### src/rtl/hb_dec2_pkg.sv
// Shared constants and types for the half-band decimate-by-2 stage.
// The coefficient set and widths assume the fixed 11-tap configuration.
package hb_dec2_pkg;

   localparam int HB_DATA_WIDTH = 16;
   localparam int HB_COEF_WIDTH = 16;
   localparam int HB_TAP_LEN    = 11;

   // Pre-added operand carries one extra bit; accumulator adds two guard bits.
   localparam int PRE_WIDTH = HB_DATA_WIDTH + 1;
   localparam int ACC_WIDTH = HB_DATA_WIDTH + 1 + HB_COEF_WIDTH + 2;

   // Q15 half-band taps, symmetric; odd taps other than the centre are zero.
   localparam logic signed [HB_COEF_WIDTH-1:0] HB_COEF [HB_TAP_LEN] = '{
      16'sd294, 16'sd0, -16'sd1876, 16'sd0, 16'sd9774, 16'sd16384,
      16'sd9774, 16'sd0, -16'sd1876, 16'sd0, 16'sd294
   };

   localparam logic signed [HB_DATA_WIDTH-1:0] Q15_MAX = 16'sh7FFF;
   localparam logic signed [HB_DATA_WIDTH-1:0] Q15_MIN = 16'sh8000;

   typedef enum logic [2:0] {
      IDLE = 3'd0,
      LOAD = 3'd1,
      MAC0 = 3'd2,
      MAC1 = 3'd3,
      MAC2 = 3'd4,
      CNTR = 3'd5,
      OUT  = 3'd6
   } hb_state_t;

endpackage

### src/rtl/hb_dec2_mac.sv
// Single multiplier accumulate for the half-band stage: acc += operand * coef.
// clear has priority over enable so a new output can start from zero.
module hb_dec2_mac
   import hb_dec2_pkg::*;
#(
   parameter int PRE_W  = PRE_WIDTH,
   parameter int COEF_W = HB_COEF_WIDTH,
   parameter int ACC_W  = ACC_WIDTH
) (
   input  logic                     clk,
   input  logic                     rst,
   input  logic                     clear,
   input  logic                     enable,
   input  logic signed [PRE_W-1:0]  operand,
   input  logic signed [COEF_W-1:0] coef,
   output logic signed [ACC_W-1:0]  acc
);

   logic signed [PRE_W+COEF_W-1:0] prod;

   assign prod = operand * coef;

   // Accumulate one partial product per enabled cycle.
   always_ff @(posedge clk or posedge rst) begin
      if (rst) begin
         acc <= '0;
      end else if (clear) begin
         acc <= '0;
      end else if (enable) begin
         acc <= acc + ACC_W'(prod);
      end
   end

endmodule

### src/rtl/hb_dec2_stage2.sv
// Half-band FIR, decimate by 2, feeding the 1/7 polyphase stage.
// One pre-add MAC is time-multiplexed by the FSM below.
// Optional build macro HB_DEC2_SAT_CNT_EN adds the sat_cnt clip counter port.
//
//   state | meaning
//   IDLE  | waiting for an odd-sample trigger
//   LOAD  | snapshot pre-added operands and centre tap, clear accumulator
//   MAC0  | acc += (x0 + x10) * h0
//   MAC1  | acc += (x2 + x8)  * h2
//   MAC2  | acc += (x4 + x6)  * h4
//   CNTR  | acc += x5 * h5
//   OUT   | round, saturate, register dout / dout_valid / sat
//
// OUT is the final cycle of a computation: the accumulator is consumed on
// its exit edge, so a trigger landing there starts the next one directly.
// That is what allows triggers exactly six cycles apart.
module hb_dec2_stage2
   import hb_dec2_pkg::*;
#(
   parameter int DATA_WIDTH = 16,
   parameter int COEF_WIDTH = 16,
   parameter int TAP_LEN    = 11
) (
   input  logic                         clk,
   input  logic                         rst,
   input  logic                         din_valid,
   input  logic signed [DATA_WIDTH-1:0] din,
   output logic                         dout_valid,
   output logic signed [DATA_WIDTH-1:0] dout,
   output logic                         sat,
   output logic                         overrun
`ifdef HB_DEC2_SAT_CNT_EN
   ,
   output logic [15:0]                  sat_cnt
`endif
);

   localparam int PRE_W = DATA_WIDTH + 1;
   localparam int ACC_W = DATA_WIDTH + 1 + COEF_WIDTH + 2;
   localparam logic signed [ACC_W-1:0] RND_HALF = ACC_W'(1) << (COEF_WIDTH - 2);

   logic signed [DATA_WIDTH-1:0] x [TAP_LEN];
   logic                         phase;
   hb_state_t                    state;
   logic signed [PRE_W-1:0]      p0, p1, p2;
   logic signed [DATA_WIDTH-1:0] xc;
   logic                         trigger;
   logic                         busy;

   logic                         mac_clear;
   logic                         mac_en;
   logic signed [PRE_W-1:0]      mac_op;
   logic signed [COEF_WIDTH-1:0] mac_coef;
   logic signed [ACC_W-1:0]      acc;

   logic signed [ACC_W-1:0]      acc_sh;
   logic                         clip;
   logic signed [DATA_WIDTH-1:0] y_sat;

   assign trigger = din_valid & phase;
   assign busy    = (state != IDLE) && (state != OUT);

   // Delay line and decimation phase; shifts on every accepted sample.
   always_ff @(posedge clk or posedge rst) begin
      if (rst) begin
         for (int k = 0; k < TAP_LEN; k++) begin
            x[k] <= '0;
         end
         phase <= 1'b0;
      end else if (din_valid) begin
         x[0] <= din;
         for (int k = 1; k < TAP_LEN; k++) begin
            x[k] <= x[k-1];
         end
         phase <= ~phase;
      end
   end

   // Sequence the MAC through the three pre-added pairs and the centre tap.
   always_ff @(posedge clk or posedge rst) begin
      if (rst) begin
         state      <= IDLE;
         p0         <= '0;
         p1         <= '0;
         p2         <= '0;
         xc         <= '0;
         dout       <= '0;
         dout_valid <= 1'b0;
         sat        <= 1'b0;
         overrun    <= 1'b0;
      end else begin
         dout_valid <= 1'b0;
         sat        <= 1'b0;
         if (trigger && busy) begin
            overrun <= 1'b1;
         end
         case (state)
            IDLE: begin
               if (trigger) begin
                  state <= LOAD;
               end
            end
            LOAD: begin
               p0    <= {x[0][DATA_WIDTH-1], x[0]} + {x[10][DATA_WIDTH-1], x[10]};
               p1    <= {x[2][DATA_WIDTH-1], x[2]} + {x[8][DATA_WIDTH-1], x[8]};
               p2    <= {x[4][DATA_WIDTH-1], x[4]} + {x[6][DATA_WIDTH-1], x[6]};
               xc    <= x[5];
               state <= MAC0;
            end
            MAC0: state <= MAC1;
            MAC1: state <= MAC2;
            MAC2: state <= CNTR;
            CNTR: state <= OUT;
            OUT: begin
               dout       <= y_sat;
               dout_valid <= 1'b1;
               sat        <= clip;
               state      <= trigger ? LOAD : IDLE;
            end
            default: state <= IDLE;
         endcase
      end
   end

   // Steer the single multiplier's operand and coefficient by state.
   always_comb begin
      mac_clear = (state == LOAD);
      mac_en    = 1'b0;
      mac_op    = '0;
      mac_coef  = '0;
      case (state)
         MAC0: begin
            mac_en   = 1'b1;
            mac_op   = p0;
            mac_coef = HB_COEF[0];
         end
         MAC1: begin
            mac_en   = 1'b1;
            mac_op   = p1;
            mac_coef = HB_COEF[2];
         end
         MAC2: begin
            mac_en   = 1'b1;
            mac_op   = p2;
            mac_coef = HB_COEF[4];
         end
         CNTR: begin
            mac_en   = 1'b1;
            mac_op   = {xc[DATA_WIDTH-1], xc};
            mac_coef = HB_COEF[5];
         end
         default: ;
      endcase
   end

   // Round half up, then clip to the output range when the upper bits disagree.
   always_comb begin
      acc_sh = (acc + RND_HALF) >>> (COEF_WIDTH - 1);
      clip   = !((&acc_sh[ACC_W-1:DATA_WIDTH-1]) || !(|acc_sh[ACC_W-1:DATA_WIDTH-1]));
      if (clip) begin
         y_sat = acc_sh[ACC_W-1] ? Q15_MIN : Q15_MAX;
      end else begin
         y_sat = acc_sh[DATA_WIDTH-1:0];
      end
   end

   hb_dec2_mac #(
      .PRE_W  (PRE_W),
      .COEF_W (COEF_WIDTH),
      .ACC_W  (ACC_W)
   ) u_mac (
      .clk     (clk),
      .rst     (rst),
      .clear   (mac_clear),
      .enable  (mac_en),
      .operand (mac_op),
      .coef    (mac_coef),
      .acc     (acc)
   );

`ifdef HB_DEC2_SAT_CNT_EN
   // Count clipped outputs, holding at full scale.
   always_ff @(posedge clk or posedge rst) begin
      if (rst) begin
         sat_cnt <= '0;
      end else if (dout_valid && sat && (sat_cnt != 16'hFFFF)) begin
         sat_cnt <= sat_cnt + 16'd1;
      end
   end
`endif

endmodule

### config.mk
export PLATFORM = sky130hd
export DESIGN_NAME = hb_dec2_stage2
export DESIGN_NICKNAME = d
export VERILOG_FILES = /design/src/rtl/hb_dec2_pkg.sv /design/src/rtl/hb_dec2_mac.sv /design/src/rtl/hb_dec2_stage2.sv
export SDC_FILE = /design/constraint.sdc
export NUM_CORES = 1
export LEC_CHECK = 0
export ABC_CLOCK_PERIOD_IN_PS = 23200
export BUFFER_PORTS_ARGS = -buffer_cell sky130_fd_sc_hd__buf_2
export CORE_ASPECT_RATIO = 0.8
export CORE_MARGIN = 1.5
export CORE_UTILIZATION = 55
export DETAILED_ROUTE_END_ITERATION = 8
export GPL_ROUTABILITY_DRIVEN = 0
export PLACE_DENSITY = 0.71
export SETUP_SLACK_MARGIN = 0.15
export SLEW_MARGIN = 20
export SYNTH_ARGS = -nofsm -noshare
export SYNTH_HDL_FRONTEND = slang
export SYNTH_HIERARCHICAL = 1
export SYNTH_SLANG_ARGS = --single-unit
### constraint.sdc
create_clock -name clk -period 23.2 [get_ports clk]
set_input_delay 1.16 -clock clk [delete_from_list [all_inputs] [get_ports clk]]
set_output_delay 1.16 -clock clk [all_outputs]
set_load 0.005 [all_outputs]
; ---- Yosys cells after proc, flatten, opt, wreduce, memory -nomap -nowiden
; Index checks and enable logic that the tools add are counted.
[totals]
inputBits = 19
regBits = 301
latch_bits = 0
rom_bits = 0
mem_count = 0
ram_bits = 0
elab_cells = 61
[classes]
n_shift = 0
magnitude_cmp = 0
mul = 1
mux = 12
eq_ne = 8
n_addsub = 5
div = 0
n_reduce_logical = 11
n_bitwise = 2
[ops]
columns = op, count
row1 = $mux W35, 2
row2 = $pmux W17 S4, 1
row3 = $pmux W16 S4, 1
row4 = $add A16 B16 Y17, 3
row5 = $add A35 B16 Y35 const B, 1
row6 = $add A35 B33 Y35, 1
row7 = $mul A17 B16 Y33, 1
row8 = $mux W16, 2
row9 = $pmux W3 S7, 1
row10 = $eq A3 B3 Y1 const B, 3
row11 = $eq A3 B2 Y1 const B, 2
row12 = $reduce_and A5 Y1, 1
row13 = $reduce_or A5 Y1, 1
row14 = $mux W1, 4
row15 = $reduce_or A4 Y1, 1
row16 = $eq A3 B1 Y1 const B, 1
row17 = $logic_not A3 Y1, 1
row18 = $mux W3, 1
row19 = $ne A3 B3 Y1 const B, 1
row20 = $reduce_bool A3 Y1, 1
row21 = $logic_and A1 B1 Y1, 2
row22 = $logic_not A1 Y1, 2
row23 = $ne A2 B2 Y1 const B, 1
row24 = $reduce_bool A2 Y1, 1
row25 = other kinds (3), 3

; ---- Longest topological paths before layout
; Gate-level depths: netlist (run 1).
[depth]
depth_word = 6
ltp_mapped = 29
mapped_depth_nobuf = 25

; ---- Hierarchy
; The synthesis (run 1) kept the hierarchy.
[by_module_without_submodules]
columns = module, n_inst, cells_per_inst, area_each_um2
row1 = hb_dec2_mac, 1, 1441, 13304.0
row2 = hb_dec2_stage2, 1, 1106, 12914.9

; ---- Worst setup path before layout (run 1)
; Ideal clock, no wire load.
[synth_path]
kind = register to register
startpoint = register state[2]
endpoint = register u_mac.acc[31]
arrival_time_ns = 7.097
period_less_slack_ns = 7.232
path_stages_with_launch = 26
slack_ns = 15.968
n_path_buf = 3
cell_sequence = dfrtp_1 > nand2b_1 > clkbuf_1 > nor2_1 > clkbuf_1 > a22oi_1 > nand3_1 > clkbuf_1 > nand2_1 > inv_1 > fa_1 > fa_1 > fa_1 > fa_1 > fa_1 > inv_1 > fa_1 > inv_1 > ha_1 > a21o_1 > a31o_2 > a31o_2 > a31o_2 > a31oi_1 > xor2_1 > o21ai_0
[synth_via]
elab_chain_len = 6
word_cells_on_any_way = 14
cone_classes = add/sub: 1 / mul: 1 / eq/ne: 5 / mux: 5 / reduce/logical: 2
[synth_rtl]
columns = item, line
row1 = "start, declared", hb_dec2_stage2.sv:44  ; hb_state_t state;
row2 = "start signal, assigned", hb_dec2_stage2.sv:118  ; state <= trigger ? LOAD : IDLE;
row3 = $eq A3 B3 Y1 / $eq A3 B2 Y1 (equally long branches), hb_dec2_stage2.sv:131  ; case (state)
row4 = $pmux W16 S4 *, hb_dec2_stage2.sv:131
row5 = net mac_coef[8], hb_dec2_stage2.sv:53  ; logic signed [COEF_WIDTH-1:0] mac_coef;
row6 = $mul A17 B16 Y33 *, hb_dec2_mac.sv:21  ; assign prod = operand * coef;
row7 = $add A35 B33 Y35 *, hb_dec2_mac.sv:30  ; acc <= acc + ACC_W'(prod);
row8 = $mux W35 *, hb_dec2_mac.sv:29  ; end else if (enable) begin
row9 = $mux W35 *, hb_dec2_mac.sv:27  ; end else if (clear) begin
row10 = "end signal, assigned", hb_dec2_mac.sv:30
row11 = "end, declared", hb_dec2_mac.sv:16  ; output logic signed [ACC_W-1:0] acc
; The timed path passes the listed nets; every way through them passes the cells marked *. The select of a mux whose other input is x is not followed.
; A chain may end at the register's enable or synchronous reset.

; ---- Worst setup path after layout (run 1)
[layout_path]
startpoint = register state[2]
endpoint = register u_mac.acc[34]
[layout_via]
elab_chain_len = 6
word_cells_on_any_way = 14
cone_classes = add/sub: 1 / mul: 1 / eq/ne: 5 / mux: 5 / reduce/logical: 2
[layout_rtl]
columns = item, line
row1 = $eq A3 B3 Y1 / $eq A3 B2 Y1 (equally long branches), hb_dec2_stage2.sv:131
row2 = $pmux W17 S4 *, hb_dec2_stage2.sv:131
row3 = net mac_op[16], hb_dec2_stage2.sv:52  ; logic signed [PRE_W-1:0] mac_op;
row4 = $mul A17 B16 Y33 *, hb_dec2_mac.sv:21
row5 = $add A35 B33 Y35 *, hb_dec2_mac.sv:30
row6 = $mux W35 *, hb_dec2_mac.sv:29
row7 = $mux W35 *, hb_dec2_mac.sv:27
; Marked as above.

==> impl_metrics.tcl, run 1 <==
set metrics [dict create \
    drc 0 \
    finalSetupTns_ns 0 \
    layout_commonest_cell "inv_1" \
    ios 38 \
    critPathSlowestCell "fa_1" \
    ys_seq_area_share_pct 28.7 \
    dr.pass1.iters 5 \
    grt_pass1_wl_mm 101 \
    rsz0062_at_grt "false" \
    viasPerCell 5.71 \
    grt_max_degree 131 \
    required_ns 23.63 \
    cts_buffers 34 \
    areaGrowthSynthToFinish_pct 7.10 \
    busiest_layer "met2" \
    hold_buffers 0 \
    cts-root-buf "clkbuf_16" \
    clock_skew_ns 0.0315 \
    setup_viol 0 \
    cp-start-kind "flop" \
    path_class "flop to flop" \
    antenna_found_initial 0 \
    synth-warning-count 6 \
    grt_pass1_vias 19800 \
    synth_compound_area_share_pct 9.23 \
    yosys.area.top_type_share_pct 28.7 \
    start_util_pct 55.8 \
    end_kind "flop" \
    hold_class "flop to flop" \
    hold_viol 0 \
    layout_min_cycle_time_ns 8.55 \
    wl_per_cell_um 18.5 \
    cts.sink_count 301 \
    worstHoldPathCells 1 \
    slowest_delay_ns 0.88 \
    synth_edf_count 0 \
    max_freq_mhz 117 \
    synthesis.area_um2 26200 \
    wl_mm 59.0 \
    final_cell_mix "inv_1 (386), fa_1 (323), nand2_1 (312)" \
    synth_xor_area_share_pct 2.38 \
    worstReg2RegEnd "u_mac/acc[34]" \
    synth_fa_ha_area_share_pct 32.0 \
    relSlewSlack_pct 32.9 \
    min_to "phase" \
    critical_path_arrival_ns 8.98 \
    vias 18200 \
    dp_hpwl_mm 45.0 \
    synth_ff_type "dfrtp_1" \
    post_cts_resized 0 \
    die_x_um 247 \
    syn_area_per_cell_um2 10.3 \
    die_h_um 198 \
    die-area_um2 49000 \
    row_count 71 \
    ys_async_sr_fraction_pct 100 \
    rrSetupSlack_ns 14.65 \
    postCtsSetupBuffers 0 \
    reg2reg_depth 23 \
    portBuffers 37 \
    yosysTopAreaCell "dfrtp_1" \
    path_clk_slew_ns 0.06 \
    status "complete, no violations" \
    cpMostUsedCell "fa_1" \
    grt.total_usage_pct 25.9 \
    tightest_slew_ns 0.982 \
    synthSimpleGateAreaFrac_pct 12.4 \
    drv_slew 0 \
    drtAntennaViolNets 0 \
    cts_buffer_depth 3 \
    synth_cell_type_count 82 \
    muxShareOfSynthArea_pct 8.13 \
    postSynthCellCount 2547 \
    grtUsageMet3_pct 4.08 \
    timing.rr.start "state[2]" \
    clock_latency_ns 0.57 \
    nNetsFinal 3045 \
    max-cap-violations 0 \
    cts_tree "built" \
    synth_area_leaders "dfrtp_1 (29%), fa_1 (25%), mux2_2 (7.6%)" \
    gr-total-overflow 0 \
    post-route-period-util_pct 36.8 \
    min_from "phase" \
    synth_seq_cells 301 \
    htree_levels 2 \
    core-area_um2 47000 \
    use_met2_pct 42.0 \
    synth_top_family_by_area "adder cells" \
    drtIter0Drc 1370 \
    worstPathMaxFanout 65 \
    drive_above_1_share_pct 12.4 \
    grtUsageMet1_pct 36.1 \
    crit_chain "nand2b_1 > nor2_4 > buf_4 > a22oi_1 > nand3_1 > nand2_1 > inv_1 > fa_1 > fa_1 > fa_1 > fa_1 > fa_1 > inv_1 > fa_1 > inv_1 > ha_1 > nand2_1 > nor2_1 > nand2_1 > a2111oi_0 > o211ai_1 > a21o_1 > o2111a_1" \
]
==> per-stage QoR <==
step | cells | worst slack (ns) | utilization (%) | hold slack (ns) | area (um^2)
after floorplan | 2570 | 14.71 | - | 0.439 | 26300
after global placement | 3134 | 15.22 | 57.4 | 0.456 | 27000
after detailed placement | 3134 | 14.90 | 57.4 | 0.458 | 27000
after CTS | 3189 | 14.82 | 59.7 | 0.469 | 28100
after global routing | 3189 | 14.02 | 59.7 | 0.494 | 28100
final | 3190 | 14.65 | 59.8 | 0.476 | 28100
==> how the worst max path moves through the flow <==
stage | startpoint | endpoint | slack, ns | depth (start not counted)
after global placement | state[2] | u_mac/acc[34] | 15.22 | 24
after global routing | state[2] | u_mac/acc[34] | 14.02 | 22
after detailed placement | state[2] | u_mac/acc[34] | 14.90 | 23
final | state[2] | u_mac/acc[34] | 14.65 | 23
after CTS | state[2] | u_mac/acc[34] | 14.82 | 23
after floorplan | rst | dout[0] | 14.71 | 1
==> logic make-up (layout without fill, tap and decap cells) <==
family / after synthesis / count (layout)
AND/OR/NAND/NOR: 677 / 677
buffers and inverters: 492 / 491
adder cells (fa/ha/maj): 476 / 476
AO/OA/AOI/OAI: 340 / 340
flip-flops: 301 / 301
multiplexers: 191 / 191
XOR/XNOR: 69 / 69
other: 1 / 25
==> worst max-delay path: cells and delay by family (launching register included) <==
kind                       cells  cell delay, ns
adders and majority gates      7            3.77
and+or+nand+nor                7            1.77
AOI/OAI and AO/OA              5            1.59
DFF                            1            0.42
buffers and inverters          4            0.83
==> metal layers <==
| metal | wire length [um] | share of wire, % |
|---|---|---|
| met1 | 25900 | 44 |
| met2 | 28000 | 47 |
| met3 | 3570 | 6.1 |
| met4 | 1500 | 2.6 |
| met5 | 0 | 0 |
==> registers in the layout, summed over array words and instances (netlist names) <==
| signal | flops |
|---|---|
| p1 | 17 |
| x | 176 |
| u_mac/acc | 35 |
| sat | 1 |
| xc | 16 |
| p2 | 17 |
| state | 3 |
| dout_valid | 1 |
| p0 | 17 |
| phase | 1 |
| overrun | 1 |
| dout | 16 |
==> cells in the mapped netlist (all sizes together) (23+ instances only) <==
cell type and number:
and2 128, fa 323, a21oi 66, o21ai 71
xor2 23, mux2 176, nand2 312, dfrtp 301
a21o 26, a211oi 27, xnor2 46, clkbuf 89
nor2 88, ha 153, inv 388, nand3 47
==> final cells by class <==
class | count | area (um^2)
fill | 3957 | 18900
tap | 620 | 776
timing repair buffer | 48 | 274
sequential | 301 | 7530
clock inverter | 9 | 145
antenna | 1 | 2.50
multi-input combinational | 1777 | 16900
inverter | 388 | 1460
clock buffer | 46 | 956
Power of run 1 is not shown: default switching activity piles up to over one toggle a cycle in this logic, so the estimate is an artifact.
==> run 2: changes to the inputs <==
--- a/config.mk
+++ b/config.mk
@@ -5,7 +5,8 @@
 export SDC_FILE = /design/constraint.sdc
 export NUM_CORES = 1
 export LEC_CHECK = 0
-export ABC_CLOCK_PERIOD_IN_PS = 23200
+export ABC_AREA = 1
+export ABC_CLOCK_PERIOD_IN_PS = 8400
 export BUFFER_PORTS_ARGS = -buffer_cell sky130_fd_sc_hd__buf_2
 export CORE_ASPECT_RATIO = 0.8
 export CORE_MARGIN = 1.5
==> constraint.sdc (replaced) <==
create_clock -name clk -period 8.4 [get_ports clk]
set_input_delay 0.42 -clock clk [delete_from_list [all_inputs] [get_ports clk]]
set_output_delay 0.42 -clock clk [all_outputs]
set_load 0.005 [all_outputs]
==> run 2 against run 1 <==
Against the previous run: maximum frequency increased by 14%; setup slack got worse by 14 ns; non-clock buffer count increased by 23; sequential share of layout area decreased by 0.99 points; global-route usage increased by 2.1 points; hold slack got worse by 0.44 ns; cell count increased by 26%; count of clock-buffer cells in the layout unchanged; sequential cell count unchanged; largest cell class unchanged.
==> impl_metrics.tcl, run 2 <==
set metrics [dict create \
    cts.sink_count 301 \
    antenna_found_initial 0 \
    path_clk_slew_ns 0.06 \
    largest_reg_flops 176 \
    die-area_um2 50800 \
    dp_slack_ns 1.17 \
    antennaDiodeCount 0 \
    yosysMostFrequentCell "nand2_1" \
    end_kind "flop" \
    layout_commonest_cell "nand2_1" \
    ys_async_sr_fraction_pct 100 \
    drtIter0Drc 1762 \
    synth_ff_type "dfrtp_1" \
    tightest_slew_ns 0.942 \
    layout_setup_ws_ns 0.934 \
    cp-start-kind "flop" \
    synth-warning-count 6 \
    vias 21700 \
    critPathSlowestCell "nand4_1" \
    max_freq_mhz 134 \
    synth_edf_count 0 \
    yosys.area.top_type_share_pct 27.7 \
    postCtsSetupBuffers 0 \
    finalSetupTns_ns 0 \
    clock_skew_ns 0.0193 \
    hold_viol 0 \
    rsz0062_at_grt "false" \
    grt_max_degree 148 \
    drtAntennaViolNets 0 \
    drc 0 \
    wl_mm 66.9 \
    ios 38 \
    dp_hpwl_mm 51.8 \
    place_inst 3961 \
    max-cap-violations 0 \
    path_class "flop to flop" \
    synthesis.area_um2 27200 \
    setup_viol 0 \
    rrSetupSlack_ns 0.93 \
    worstReg2RegEnd "u_mac/acc[25]" \
    layout_min_cycle_time_ns 7.47 \
    die_h_um 202 \
    slowest_delay_ns 0.71 \
    gr-total-overflow 0 \
    path_delay_family "adder cells" \
    worstPathMaxFanout 33 \
    critical_path_arrival_ns 7.93 \
    core-area_um2 48600 \
    status "complete, no violations" \
    post_cts_resized 0 \
    drive_above_1_share_pct 6.34 \
    yosysTopAreaCell "dfrtp_1" \
    synth_cell_type_count 48 \
    cts_buffer_depth 3 \
    reg.largest.list "x (176), u_mac/acc (35)" \
    required_ns 8.86 \
    grt_pass1_wl_mm 113 \
    hold_class "primary input to async pin" \
    synth_area_leaders "dfrtp_1 (28%), fa_1 (24%), nand2_1 (13%)" \
    dr.pass1.iters 7 \
    nNetsFinal 3863 \
    die_x_um 252 \
    viasPerCell 5.39 \
    row_count 72 \
    relSlewSlack_pct 37.0 \
    post-route-period-util_pct 88.9 \
    cts_tree "built" \
    cts_buffers 34 \
    wl_per_cell_um 16.6 \
    ys_seq_area_share_pct 27.7 \
    timing.rr.start "state[2]" \
    postSynthCellCount 3387 \
    fin_hold_ws_ns 0.0357 \
    synth_common_cells "nand2_1 (907), inv_1 (712), fa_1 (323), dfrtp_1 (301), nor2_1 (210)" \
    synth_seq_cells 301 \
    drv_slew 0 \
    syn_area_per_cell_um2 8.02 \
    areaGrowthSynthToFinish_pct 7.31 \
    reg2reg_depth 26 \
    cts-root-buf "clkbuf_16" \
    grt.total_usage_pct 28.0 \
    path_buf_inv 7 \
    start_util_pct 56.0 \
    hold_buffers 0 \
    htree_levels 2 \
    clock_latency_ns 0.58 \
    portBuffers 37 \
    grt_pass1_vias 22500 \
    largest-register "x" \
    final_cell_mix "nand2_1 (907), inv_1 (710), fa_1 (323)" \
    stdcell_count 4020 \
]
## run 2: cell count changes in the layout (fill, tap and decap cells not counted), sizes merged, moves of 102 or more
cell   before  now
a21oi      66  168
nor2       88  228
inv       391  718
mux2      176   16
and2      128    3
o21ai      71  173
nand2     312  917
## run 2: final cells by class
cell class | instances | area, um^2
fill | 4231 | 19400
multi-input combinational | 2239 | 16500
sequential | 301 | 7530
inverter | 721 | 2710
clock buffer | 46 | 966
tap | 629 | 787
timing repair buffer | 71 | 454
clock inverter | 13 | 248
## run 2: how the worst max path moves through the flow
stage / start / to / slack, ns / depth (start not counted)
3_3_place_gp: state[1] / u_mac/acc[34] / 1.31 / 30
5_1_grt: state[1] / u_mac/acc[34] / 0.58 / 30
4_1_cts: state[0] / u_mac/acc[25] / 1.15 / 25
3_5_place_dp: state[0] / u_mac/acc[25] / 1.17 / 25
2_1_floorplan: rst / dout[0] / 0.65 / 1
6_report: state[2] / u_mac/acc[25] / 0.93 / 26
## run 2: layer usage
metal,up-vias,part of all wire (%),global-route usage [%],wire [um]
met3,100,9.1,6.19,6090
met4,0,2.1,7.25,1420
met5,-,0,0,0
met2,805,44,43.3,29500
met1,10600,45,40.1,29900
li1,10100,-,-,-
## run 2: cells by family (layout without fill, tap and decap cells)
logic type	count (synthesis)	count (layout)	share of synthesized area, %
AO/OA/AOI/OAI	390	390	7.86
XOR/XNOR	40	40	1.29
adder cells (fa/ha/maj)	476	476	30.8
buffers and inverters	849	851	11.8
flip-flops	301	301	27.7
multiplexers	16	16	0.663
other	1	3	0.0138
AND/OR/NAND/NOR	1314	1314	19.8
## run 2: worst reg2reg max path: stages, from the launching register on
cell	delay, ns
dfrtp_1	0.41
inv_1	0.13
nand3_1	0.28
clkinv_1	0.26
buf_4	0.31
nand2_1	0.11
nand4_1	0.71
nand2_1	0.31
fa_1	0.44
inv_1	0.08
fa_1	0.45
fa_1	0.53
fa_1	0.52
fa_1	0.55
inv_1	0.06
fa_1	0.53
inv_1	0.04
ha_1	0.37
nand2_1	0.15
nor2_1	0.25
nand2_1	0.22
inv_1	0.14
nand3_1	0.09
nand3_1	0.21
nand2_1	0.08
nand2_1	0.06
o21ai_1	0.05
## run 2: metrics by stage
step                util [%]  cell area (um^2)
finish                  60.0             29200
floorplan                  -             27200
detailed placement      57.5             27900
global route            60.0             29200
CTS                     60.0             29200
global placement        57.5             27900
Power of run 2 is left out for the same reason.
